`config.mk`:
```
export PLATFORM = sky130hd
export DESIGN_NAME = shiftreg_ctrl_flat
export DESIGN_NICKNAME = d
export VERILOG_FILES = /design/src/rtl/shiftreg_pkg.sv /design/src/rtl/shiftreg_if.sv /design/src/rtl/shiftreg_core.sv /design/src/rtl/shiftreg_ctrl.sv /design/src/flat_wrapper.sv
export SDC_FILE = /design/constraint.sdc
export NUM_CORES = 1
export LEC_CHECK = 0
export CAP_MARGIN = 20
export CELL_PAD_IN_SITES_DETAIL_PLACEMENT = 0
export CELL_PAD_IN_SITES_GLOBAL_PLACEMENT = 2
export CORE_ASPECT_RATIO = 0.9
export CORE_UTILIZATION = 25
export CTS_CLUSTER_DIAMETER = 100
export DETAILED_ROUTE_END_ITERATION = 12
export PLACE_DENSITY = 0.86
export SLEW_MARGIN = 10
export SYNTH_ARGS = -nofsm -noshare
export SYNTH_HDL_FRONTEND = slang
export SYNTH_SLANG_ARGS = --single-unit
export TNS_END_PERCENT = 20
```
`constraint.sdc`:
```
create_clock -name clk -period 1.95 [get_ports clk]
set_clock_uncertainty 0.1 [all_clocks]
set_input_delay 0.2925 -clock clk [delete_from_list [all_inputs] [get_ports clk]]
set_output_delay 0.2925 -clock clk [all_outputs]
set_load 0.01 [all_outputs]
```
`src/rtl/shiftreg_pkg.sv`:
```
// Shared types and constants for the shift-register sequencer.
// Optional feature macro: PARITY_EN (adds a trailing even-parity bit to every word).
package shiftreg_pkg;

  localparam int DEF_WIDTH = 4;

  typedef enum logic [1:0] {
    IDLE   = 2'b00,
    SHIFT  = 2'b01,
    PARITY = 2'b10,
    DONE   = 2'b11
  } state_t;

endpackage

```
`src/rtl/shiftreg_if.sv`:
```
// Handshake and serial bus between a word producer / serial consumer and shiftreg_ctrl.
// The master side (producer) drives the word, fill bit and abort; the slave side
// (controller) drives ready, the serial stream and status.
interface shiftreg_if import shiftreg_pkg::*; #(parameter int WIDTH = DEF_WIDTH);

  logic             start_valid;
  logic             start_ready;
  logic [WIDTH-1:0] load_val;
  logic             din;
  logic             abort;
  logic             sout;
  logic             sout_valid;
  logic [WIDTH-1:0] dout;
  logic             busy;
  logic             done;

  modport master (
    output start_valid, load_val, din, abort,
    input  start_ready, sout, sout_valid, dout, busy, done
  );

  modport slave (
    input  start_valid, load_val, din, abort,
    output start_ready, sout, sout_valid, dout, busy, done
  );

endinterface

```
`src/rtl/shiftreg_core.sv`:
```
// WIDTH-bit left-shift register datapath: parallel load, or shift left with din into the LSB.
// Load has priority over shift; with neither asserted the register holds.
module shiftreg_core import shiftreg_pkg::*; #(
  parameter int WIDTH = DEF_WIDTH
) (
  input  logic             clk,
  input  logic             rst,
  input  logic             load,
  input  logic             shift_en,
  input  logic [WIDTH-1:0] load_val,
  input  logic             din,
  output logic [WIDTH-1:0] dout
);

  logic [WIDTH-1:0] q;

  generate
    if (WIDTH == 1) begin : g_one
      // A one-bit register simply takes din on every shift.
      always_ff @(posedge clk or posedge rst) begin
        if (rst)           q <= '0;
        else if (load)     q <= load_val;
        else if (shift_en) q <= din;
      end
    end else begin : g_multi
      // Shift left, filling the vacated LSB from din.
      always_ff @(posedge clk or posedge rst) begin
        if (rst)           q <= '0;
        else if (load)     q <= load_val;
        else if (shift_en) q <= {q[WIDTH-2:0], din};
      end
    end
  endgenerate

  assign dout = q;

endmodule

```
`src/rtl/shiftreg_ctrl.sv`:
```
// Sequencer wrapping shiftreg_core: accepts a word over valid/ready, shifts it out
// MSB-first, then pulses done. Optional macro PARITY_EN appends an even-parity bit
// of the captured word after the last data bit.
module shiftreg_ctrl import shiftreg_pkg::*; #(
  parameter int WIDTH = DEF_WIDTH
) (
  input logic       clk,
  input logic       rst,
  shiftreg_if.slave bus
);

  localparam int CNT_W = $clog2(WIDTH) + 1;
  localparam logic [CNT_W-1:0] LAST = CNT_W'(WIDTH - 1);

  state_t           state;
  state_t           state_nx;
  logic [CNT_W-1:0] cnt;
  logic             accept;
  logic             load;
  logic             shift_en;
  logic [WIDTH-1:0] reg_q;

  assign accept = bus.start_valid & bus.start_ready;

  shiftreg_core #(.WIDTH(WIDTH)) u_core (
    .clk      (clk),
    .rst      (rst),
    .load     (load),
    .shift_en (shift_en),
    .load_val (bus.load_val),
    .din      (bus.din),
    .dout     (reg_q)
  );

  // State register; reset always lands in IDLE.
  always_ff @(posedge clk or posedge rst) begin
    if (rst) state <= IDLE;
    else     state <= state_nx;
  end

  // Bit counter: cleared on acceptance, advanced on every real shift.
  always_ff @(posedge clk or posedge rst) begin
    if (rst)           cnt <= '0;
    else if (accept)   cnt <= '0;
    else if (shift_en) cnt <= cnt + 1'b1;
  end

  // Next-state and datapath controls; abort wins over the final shift.
  always_comb begin
    state_nx = state;
    load     = 1'b0;
    shift_en = 1'b0;
    case (state)
      IDLE: begin
        if (accept) begin
          load     = 1'b1;
          state_nx = SHIFT;
        end
      end
      SHIFT: begin
        if (bus.abort) begin
          state_nx = IDLE;
        end else begin
          shift_en = 1'b1;
          if (cnt == LAST) begin
`ifdef PARITY_EN
            state_nx = PARITY;
`else
            state_nx = DONE;
`endif
          end
        end
      end
      PARITY: begin
`ifdef PARITY_EN
        if (bus.abort) state_nx = IDLE;
        else           state_nx = DONE;
`else
        state_nx = IDLE;
`endif
      end
      DONE: begin
        state_nx = IDLE;
      end
    endcase
  end

`ifdef PARITY_EN
  logic [WIDTH-1:0] cap_q;

  // Keep a copy of the accepted word so its parity survives the shifting.
  always_ff @(posedge clk or posedge rst) begin
    if (rst)       cap_q <= '0;
    else if (load) cap_q <= bus.load_val;
  end

  assign bus.sout       = (state == PARITY) ? ^cap_q : reg_q[WIDTH-1];
  assign bus.sout_valid = (state == SHIFT) || (state == PARITY);
`else
  assign bus.sout       = reg_q[WIDTH-1];
  assign bus.sout_valid = (state == SHIFT);
`endif

  assign bus.start_ready = (state == IDLE) & ~rst;
  assign bus.dout        = reg_q;
  assign bus.busy        = (state != IDLE);
  assign bus.done        = (state == DONE);

endmodule
```
`src/flat_wrapper.sv`:
```
// flat-port wrapper written by rule: the top's interface ports become plain ports
module shiftreg_ctrl_flat import shiftreg_pkg::*;
#(
  parameter int WIDTH = DEF_WIDTH
)
  (clk, rst, bus_start_valid, bus_load_val, bus_din, bus_abort, bus_start_ready, bus_sout, bus_sout_valid, bus_dout, bus_busy, bus_done);
  shiftreg_if #(.WIDTH(WIDTH)) bus_i ();
  input logic clk;
  input logic rst;
  input wire logic [$bits(bus_i.start_valid)-1:0] bus_start_valid;
  input wire logic [$bits(bus_i.load_val)-1:0] bus_load_val;
  input wire logic [$bits(bus_i.din)-1:0] bus_din;
  input wire logic [$bits(bus_i.abort)-1:0] bus_abort;
  output wire logic [$bits(bus_i.start_ready)-1:0] bus_start_ready;
  output wire logic [$bits(bus_i.sout)-1:0] bus_sout;
  output wire logic [$bits(bus_i.sout_valid)-1:0] bus_sout_valid;
  output wire logic [$bits(bus_i.dout)-1:0] bus_dout;
  output wire logic [$bits(bus_i.busy)-1:0] bus_busy;
  output wire logic [$bits(bus_i.done)-1:0] bus_done;
  assign bus_i.start_valid = bus_start_valid;
  assign bus_i.load_val = bus_load_val;
  assign bus_i.din = bus_din;
  assign bus_i.abort = bus_abort;
  assign bus_start_ready = bus_i.start_ready;
  assign bus_sout = bus_i.sout;
  assign bus_sout_valid = bus_i.sout_valid;
  assign bus_dout = bus_i.dout;
  assign bus_busy = bus_i.busy;
  assign bus_done = bus_i.done;
  shiftreg_ctrl #(.WIDTH(WIDTH)) u_core (.clk(clk), .rst(rst), .bus(bus_i));
endmodule
```
==> results of run 1 <==
==> routing by layer <==
layer	vias up	track usage
met5	-	0
met4	0	0.141
met3	5	0.0103
met2	17	0.156
met1	184	0.149
li1	198	-
==> layout make-up <==
| cell class | instances | share of cell area |
|---|---|---|
| Clock buffer | 4 | 0.0366 |
| Inverter | 2 | 0.0105 |
| Multi-Input combinational cell | 35 | 0.349 |
| Sequential cell | 9 | 0.314 |
| Tap cell | 24 | 0.0419 |
| Timing Repair Buffer | 18 | 0.248 |
==> cells by family after synthesis <==
logic type                 after synthesis
xor gates and xnor gates                 1
AOI/OAI and AO/OA                        6
buffers and inverters                    5
DFF                                      9
and+or+nand+nor                         26
adders and majority gates                2
==> synthesized netlist by cell type (all sizes together) <==
cell,count
xnor2,1
nand2,11
clkbuf,1
inv,2
a211oi,1
and2,3
ha,2
nor2,6
nor3b,1
or4b,1
and2b,1
buf,2
dfrtp,9
or2,1
a21oi,1
nor3,1
a31oi,4
or3b,1
==> worst max path at each step <==
stage	to	cells past startpoint
after floorplan	u_core.u_core.dout[0]	4
after global placement	bus_start_ready	3
after detailed placement	bus_start_ready	3
after CTS	bus_start_ready	2
after global routing	bus_start_ready	2
final	bus_busy	2
==> worst max-delay path, delay by kind of cell, from the launching register on <==
| family | cells | cell delay, ps |
|---|---|---|
| flops | 1 | 440 |
| simple gates | 1 | 290 |
| buf+inv | 1 | 470 |
==> report_power, final <==
part,total [uW],internal [uW],switching (uW),leakage [uW]
clock network,149,79.2,69.6,0.0000150
registers,273,236,36.6,0.000111
logic,235,138,96.7,0.000181
==> registers in the layout (all words and copies together), names as in the netlist <==
register            cells
u_core.state            2
u_core.cnt              3
u_core.u_core.dout      4
==> metrics by stage <==
| stage | setup slack [ps] | total power (uW) | util |
|---|---|---|---|
| after CTS | 6.07 | 667 | 0.402 |
| after global routing | 20.6 | 700 | 0.405 |
| final | 90.3 | 657 | 0.405 |
| after global placement | 84.1 | 507 | 0.388 |
| after floorplan | 525 | 408 | - |
| after detailed placement | 37.4 | 513 | 0.388 |
==> what timing repair did <==
item / in CTS / in global routing
buffers inserted: 0 / 0
endpoints found under the setup margin: 0 / 1
gates resized for setup: 0 / 1
==> results.txt, run 1 <==
The run finished with clean final reports. After legalization and detailed placement, the total HPWL measured slightly below 700 um. The most critical setup path has its startpoint at u_core.state[1].

The final routed DRC violation total is 0. The detail-routed via count per cell came out at ~4.4. TritonCTS built the clock tree.

For this run the aggregate overflow at the end of global routing stands at 0. The register area came out at 225 um2. The number of buffers between clock root and the deepest sink is 2. For the worst flop-to-flop path, the logic depth is 3. The area of all placed cells without fillers came out at 717 um2. After detailed placement, the total cell area comes to a little under 700 um2. The clock edge transition at the registers on the reported setup and hold paths is around 60 ps. In the final layout, the multi-input gates occupy 250 um2.

The area growth from synthesis to layout is 43.3%. The die is approximately 44 um tall. The worst setup path is captured at an output pin. The post-synthesis compound-gate area fraction is 0.125. By area the synthesized netlist is led by dfrtp_1 (45%), a31oi_2 (10%), nand2_1 (8.3%). The library cells used most frequently in the layout, excluding fill and tap cells, are clkdlybuf4s50_1 (17), nand2_1 (11), dfrtp_1 (9). The first-pass detailed-route iteration total came out at 4. After clock tree synthesis, the flow added hold-fix buffers numbering 0. The data required time of the worst path is about 1600 ps.

Entering global routing, the biggest net connects 10 pins. The effective utilization at floorplan came out at 0.283. The endpoint identified for the worst register-to-register timing path is u_core.u_core.dout[1].

The sum of routed wire segments on met1 is 463 um. Data arrives at the worst endpoint at between 1000 and 1500 ps. In this run the critical register-to-register path is launched from u_core.state[0]. The count of maximum capacitance violations came out at 0. Setup repair after global routing left no endpoint under its margin. Traced cell by cell, the critical path runs through or2_2 -> clkdlybuf4s50_1.

Routability-driven placement finished with a final weighted congestion of between 0.6 and 0.7. The die outline width came out at roughly 49 um. The number of antenna violations at the first check in global routing came out at 0. Of the total synthesized cell area, the portion taken by AND, OR, NAND and NOR gates is 0.298. The reg-to-reg setup timing slack came out at roughly 470 ps. The worst max-slew margin expressed relative to the limit came out at 0.769. VDD sags by at most 365 uV. After routing, the total negative slack on setup checks comes to 0 ps. The critical setup path kind is flip-flop to output pin. CTS built an H-tree with a depth of 1. The achievable frequency is 538 MHz. The cell taking the most area after synthesis is dfrtp_1. Of the total synthesized cell area, the portion taken by XOR and XNOR cells is 0.0175. The portion of netlist area occupied by mux cells is 0. The total instance count after detailed placement is between 80 and 90. The antenna cell count is 0. The boundary pin count came out at 18. The library cell used most frequently in the layout, excluding fill and tap cells, is clkdlybuf4s50_1. The row count is 14. On the final layout, the worst hold slack is about 260 ps. The share of the Yosys chip area taken by registers is 0.450. Setup violations remaining at the end of the flow were counted as 0. The sink count of the clock tree is 9.

The count of unique library cells instantiated by Yosys is 21. The average wire per standard cell is 10.5 um. The die outline area came out at ~2200 um2. The number of warnings issued by yosys is 0. The total length of routed met3 wires is around 57 um. The net count of the mapped netlist came out at 60. The final period utilization came out at 0.954. The detailed router finished its first iteration with 2 violations. For this run, the number of standard cells in the final layout without fillers is between 90 and 100.

For this block, the via count after detailed routing is about 400. The top fanout value on the critical path is 7. Counting I/O delays and the setup requirement, the final critical path takes 1860 ps.

The insertion delay of the later-clocked pin in the worst-skew pair came out at about 260 ps. The path class of the tightest hold or removal check is input port to asynchronous set/reset pin. The leakage power total is a little over 0.0003 uW. The final-report max-slew violation count is 0. The core outline area is between 1500 and 2000 um2. The share of post-route cells with drive strength above 1 came out at 0.265. The routed wire length came out at between 900 and 1000 um. In this run the remaining antenna-violating nets after routing total 0. The number of global-route vias before repair came out at 397. The power per unit of standard cell area came out at ~900 nW/um2.

The sort of element at the start of the critical path is a flip-flop. The met2 wire length came out at 398 um. The slowest cell on the critical path is clkdlybuf4s50_1. The mean instance size in the synthesized netlist came out at just over 10 um2.

Port buffering added 17 buffers. The largest single stage delay on the critical path is around 470 ps. The overall fraction of global-route tracks in use came out at 0.115. The number of storage elements in the synthesis netlist came out at 9. For the pin with the worst max-slew slack, the measured transition is 346 ps.

The number of fill cells in the layout is between 150 and 200. The area share of the largest cell type after synthesis came out at 0.450. Synthesis produced a netlist whose cell count is 49. The layout net count came out at 80. The global-route wire length before repair is 1770 um.

The number of failing hold endpoints at the final stage is 0. The arithmetic-cell share of the synthesized area counting full adders, half adders and majority gates came out at 0.0500. The number of buffers created by CTS came out at 3.

The root buffer cell chosen for the clock tree is clkbuf_4. The mapped netlist covers between 500 and 600 um2. The highest layer touched by signal routing is met4. After synthesis, the largest family of logic cells by area is simple AND/OR/NAND/NOR gates.
(Power assumes the default switching activity.)
==> inputs of run 2 (changes only) <==
--- a/config.mk
+++ b/config.mk
@@ -11,6 +11,7 @@
 export CORE_ASPECT_RATIO = 0.9
 export CORE_UTILIZATION = 25
 export CTS_CLUSTER_DIAMETER = 100
+export CTS_CLUSTER_SIZE = 12
 export DETAILED_ROUTE_END_ITERATION = 12
 export PLACE_DENSITY = 0.86
 export SLEW_MARGIN = 10
==> results of run 2 <==
Final layout, timing and power as in run 1 (identical DEF).
==> inputs of run 3 (changes only) <==
--- a/config.mk
+++ b/config.mk
@@ -5,15 +5,16 @@
 export SDC_FILE = /design/constraint.sdc
 export NUM_CORES = 1
 export LEC_CHECK = 0
+export ABC_AREA = 1
 export CAP_MARGIN = 20
 export CELL_PAD_IN_SITES_DETAIL_PLACEMENT = 0
 export CELL_PAD_IN_SITES_GLOBAL_PLACEMENT = 2
 export CORE_ASPECT_RATIO = 0.9
-export CORE_UTILIZATION = 25
+export CORE_UTILIZATION = 23
 export CTS_CLUSTER_DIAMETER = 100
 export CTS_CLUSTER_SIZE = 12
 export DETAILED_ROUTE_END_ITERATION = 12
-export PLACE_DENSITY = 0.86
+export PLACE_DENSITY = 0.85
 export SLEW_MARGIN = 10
 export SYNTH_ARGS = -nofsm -noshare
 export SYNTH_HDL_FRONTEND = slang
==> run 3 against run 2 <==
  * First-iteration DRC count grew 100%
  * Largest cell class is now flip-flops and latches
  * Critical path depth is 2 higher
  * Global-route usage down 0.69 points
  * Highest routed layer is now met3
==> results.txt, run 3 <==
The layout net count is 95. The first global-routing pass estimated roughly 1800 um of wire. Data on the critical path arrives at its endpoint at about 1500 ps. In this run, distinct cell masters in the synthesized netlist total 14.

The maximum number of pins on one net before global-route repair came out at 12. For this run the aggregate overflow at the end of global routing stands at 0. The die is about 46 um tall. The sink count of the clock tree is 9. During I/O placement, the number of pins put on the boundary was 18. The overall power consumption came out at between 600 and 700 uW. The net count of the mapped netlist came out at between 70 and 80. Clock tree synthesis selected as its root buffer the cell clkbuf_4.

The leakage power total came out at 0.000365 uW. The data required time of the worst path came out at 1560 ps. The half-perimeter wire length after detailed placement came out at roughly 870 um. The insertion delay of the later-clocked pin in the worst-skew pair is between 200 and 300 ps. After synthesis, the share of flip-flops with an asynchronous set or reset is 1.00. The number of placed instances, taps included, is around 100. The share of synthesized cell area in and, or, nand and nor gates came out at 0.357. CTS built an H-tree with a depth of 1.

In the synthesized netlist, the number of instances is just over 60. The xor-xnor portion of the synthesized cell area came out at 0. The area growth from synthesis to layout is 46.6%. The die outline area came out at around 2400 um2. The detail-routed via count per cell is 4.39.

The number of fill cells in the layout came out at 221. The top fanout value on the critical path came out at 4. In the final routed layout, each cell accounts on average for about 10 um. The port buffer count is 17. The layer flagged by global routing as most heavily used is met1. Summing all multi-input logic gate instances after layout gives 209 um2. The first-pass detailed-route iteration total came out at 4. Clock-pin slew was measured on the worst setup and hold paths at 70 ps. The count of flip-flops with a built-in enable after synthesis is 0. The number of global-route vias before repair came to slightly below 400. The most used flip-flop cell after synthesis is dfrtp_1. The number of warnings issued by yosys came out at 0. The number of setup violations in the final report is 0. For the pin with the worst max-slew slack, the measured transition is 244 ps. The slowest cell on the critical path is clkdlybuf4s50_1.

The final-report max-slew violation count is 0. Yosys instantiated no cell more often than nand2_1. The row count came out at 15.

The number of buffers between clock root and the deepest sink came out at 2. In the layout the commonest cells are clkdlybuf4s50_1 (17), nand2_1 (12), inv_1 (11). The antenna cell count came out at 0. The area of all placed cells without fillers came out at approximately 740 um2. The post-synthesis compound-gate area fraction came to 0.00998. The core outline area came out at around 2000 um2. In the routed design, unresolved DRC markers number 0.

For this configuration, the core starts out at a cell density of 0.252. The number of failing hold endpoints at the final stage came out at 0. The via count is approximately 470. The final antenna-violating net count came out at 0. The weighted congestion at the end of routability-driven global placement came out at ~0.73. TritonCTS built the clock tree. Walking the worst path, the cells encountered are nor2_4 -> inv_1 -> nor2_1 -> clkdlybuf4s50_1. The shortest clock period the worst path allows after layout is ~1900 ps. Leaving out fill and tap cells, the most frequent cell in the layout is clkdlybuf4s50_1. The post-route setup TNS came out at 0 ps.

The largest total area in the synthesized netlist belongs to dfrtp_1. The sort of element at the start of the critical path is a flip-flop. In the global route stage, overall resource usage came out at 0.108.

The DRC violation total after the first TritonRoute iteration is 4. By count the netlist is led by nand2_1 (12), inv_1 (11), nand3_1 (10). The critical path contains buffers and inverters numbering 2 combined. Averaged over all synthesized cells, the footprint is roughly 8 um2.

The placed instance area came out at roughly 700 um2. Measured against its own limit, the worst slew margin works out to 0.837. The total standard cell area after synthesis is around 500 um2.

The worst voltage drop across the vdd grid came out at between 400 and 500 uV. The met2 capacity usage during global routing came out at 0.137. Measured against the total synthesized area, the mux share comes to 0.

The global-route track usage on met1 came out at 0.165. The non-filler instance count after layout is about 110. Among cell families on the critical path, the largest total delay comes from buffers and inverters. The critical path in this run is classified as flip-flop to output pin.

The count of maximum capacitance violations is 0. The number of antenna violations at the first check in global routing came out at 0. The critical path starts at u_core.state[1]. For met3 alone, demand over resource in global routing was 0.0495. The worst hold path belongs to the class input port to asynchronous set/reset pin.

Ranked by total cell area, the synthesized netlist is headed by dfrtp_1 (45%), nand3_1 (10%), nand2_1 (9.0%). For this run, the register share of the synthesized area comes to 0.449. Buffers inserted during clock tree synthesis total 3.

Setup repair after global routing left no endpoint under its margin. The achievable frequency came out at 528 MHz. The number of storage elements in the synthesis netlist is 9. The register area came out at around 230 um2. The routed wire length came out at between 1000 and 1500 um. After synthesis, the largest family of logic cells by area is simple AND/OR/NAND/NOR gates. The final period utilization came out at 0.971. In this run the critical register-to-register path is launched from u_core.state[1].

The arithmetic-cell share of the synthesized area counting full adders, half adders and majority gates is 0.0499. The register with the most flip-flops in the layout has 4 of them. The run finished with clean final reports. Dividing total power by cell area gives a power density of ~860 nW/um2. Of the cells placed in the final design, the portion with a size suffix greater than 1 is 0.145.

On the worst path, the slowest cell contributes a delay of 540 ps. The die is roughly 51 um wide. The worst setup path is captured at an output pin. The share of synthesized area in the top cell type comes to 0.449.

The quantity of hold-fixing buffers added after cts is 0.
## run 3: cells by family (layout without fill, tap and decap cells)
group,Yosys count,count (layout)
AOI/OAI and AO/OA,1,1
adders and majority gates,2,2
buffers and inverters,14,36
DFF,9,9
and+or+nand+nor,35,35
## run 3: final timing paths
check / slack (ps) / cells after the start / end
hold reg to reg: 420 / 2 / u_core.cnt[1]
setup / recovery: 60 / 4 / bus_start_ready
hold / removal: 180 / 2 / u_core.u_core.dout[3]
setup reg to reg: 600 / 5 / u_core.u_core.dout[3]
max in group asynchronous: 1180 / 3 / u_core.state[1]
min in group clk: 420 / 2 / u_core.cnt[1]
## run 3: through the flow
| stage | hold slack (ps) | setup slack (ps) | utilization |
|---|---|---|---|
| 2_1_floorplan | 68.8 | 694 | - |
| 3_3_place_gp | 386 | 213 | 0.352 |
| 3_5_place_dp | 405 | 202 | 0.352 |
| 4_1_cts | 178 | 34.7 | 0.369 |
| 5_1_grt | 193 | 0.846 | 0.370 |
| 6_report | 182 | 56.4 | 0.370 |
## run 3: layout make-up
type / count / area share
timing repair buffer: 21 / 0.272
multi-input combinational: 38 / 0.284
sequential: 9 / 0.310
tap: 25 / 0.0425
inverter: 11 / 0.0561
clock buffer: 4 / 0.0357
## run 3: where the power goes
group	total (uW)	leakage (uW)	internal, uW	switching, uW
logic	220	0.000238	123	97.0
clock network	146	0.0000150	78.9	67.0
registers	264	0.000112	230	33.4
total	629	0.000365	432	197
## run 3: repair_timing
action / CTS / global route
setup endpoints to repair: 1 / 1
pin swaps: 1 / 0
buffers inserted: 1 / 0
gates resized for setup: 0 / 2
## run 3: layer usage
metal | vias to the layer above | routed length [um]
li1 | 243 | -
met1 | 221 | 592
met2 | 10 | 488
met3 | 0 | 46
met4 | 0 | 0
met5 | - | 0
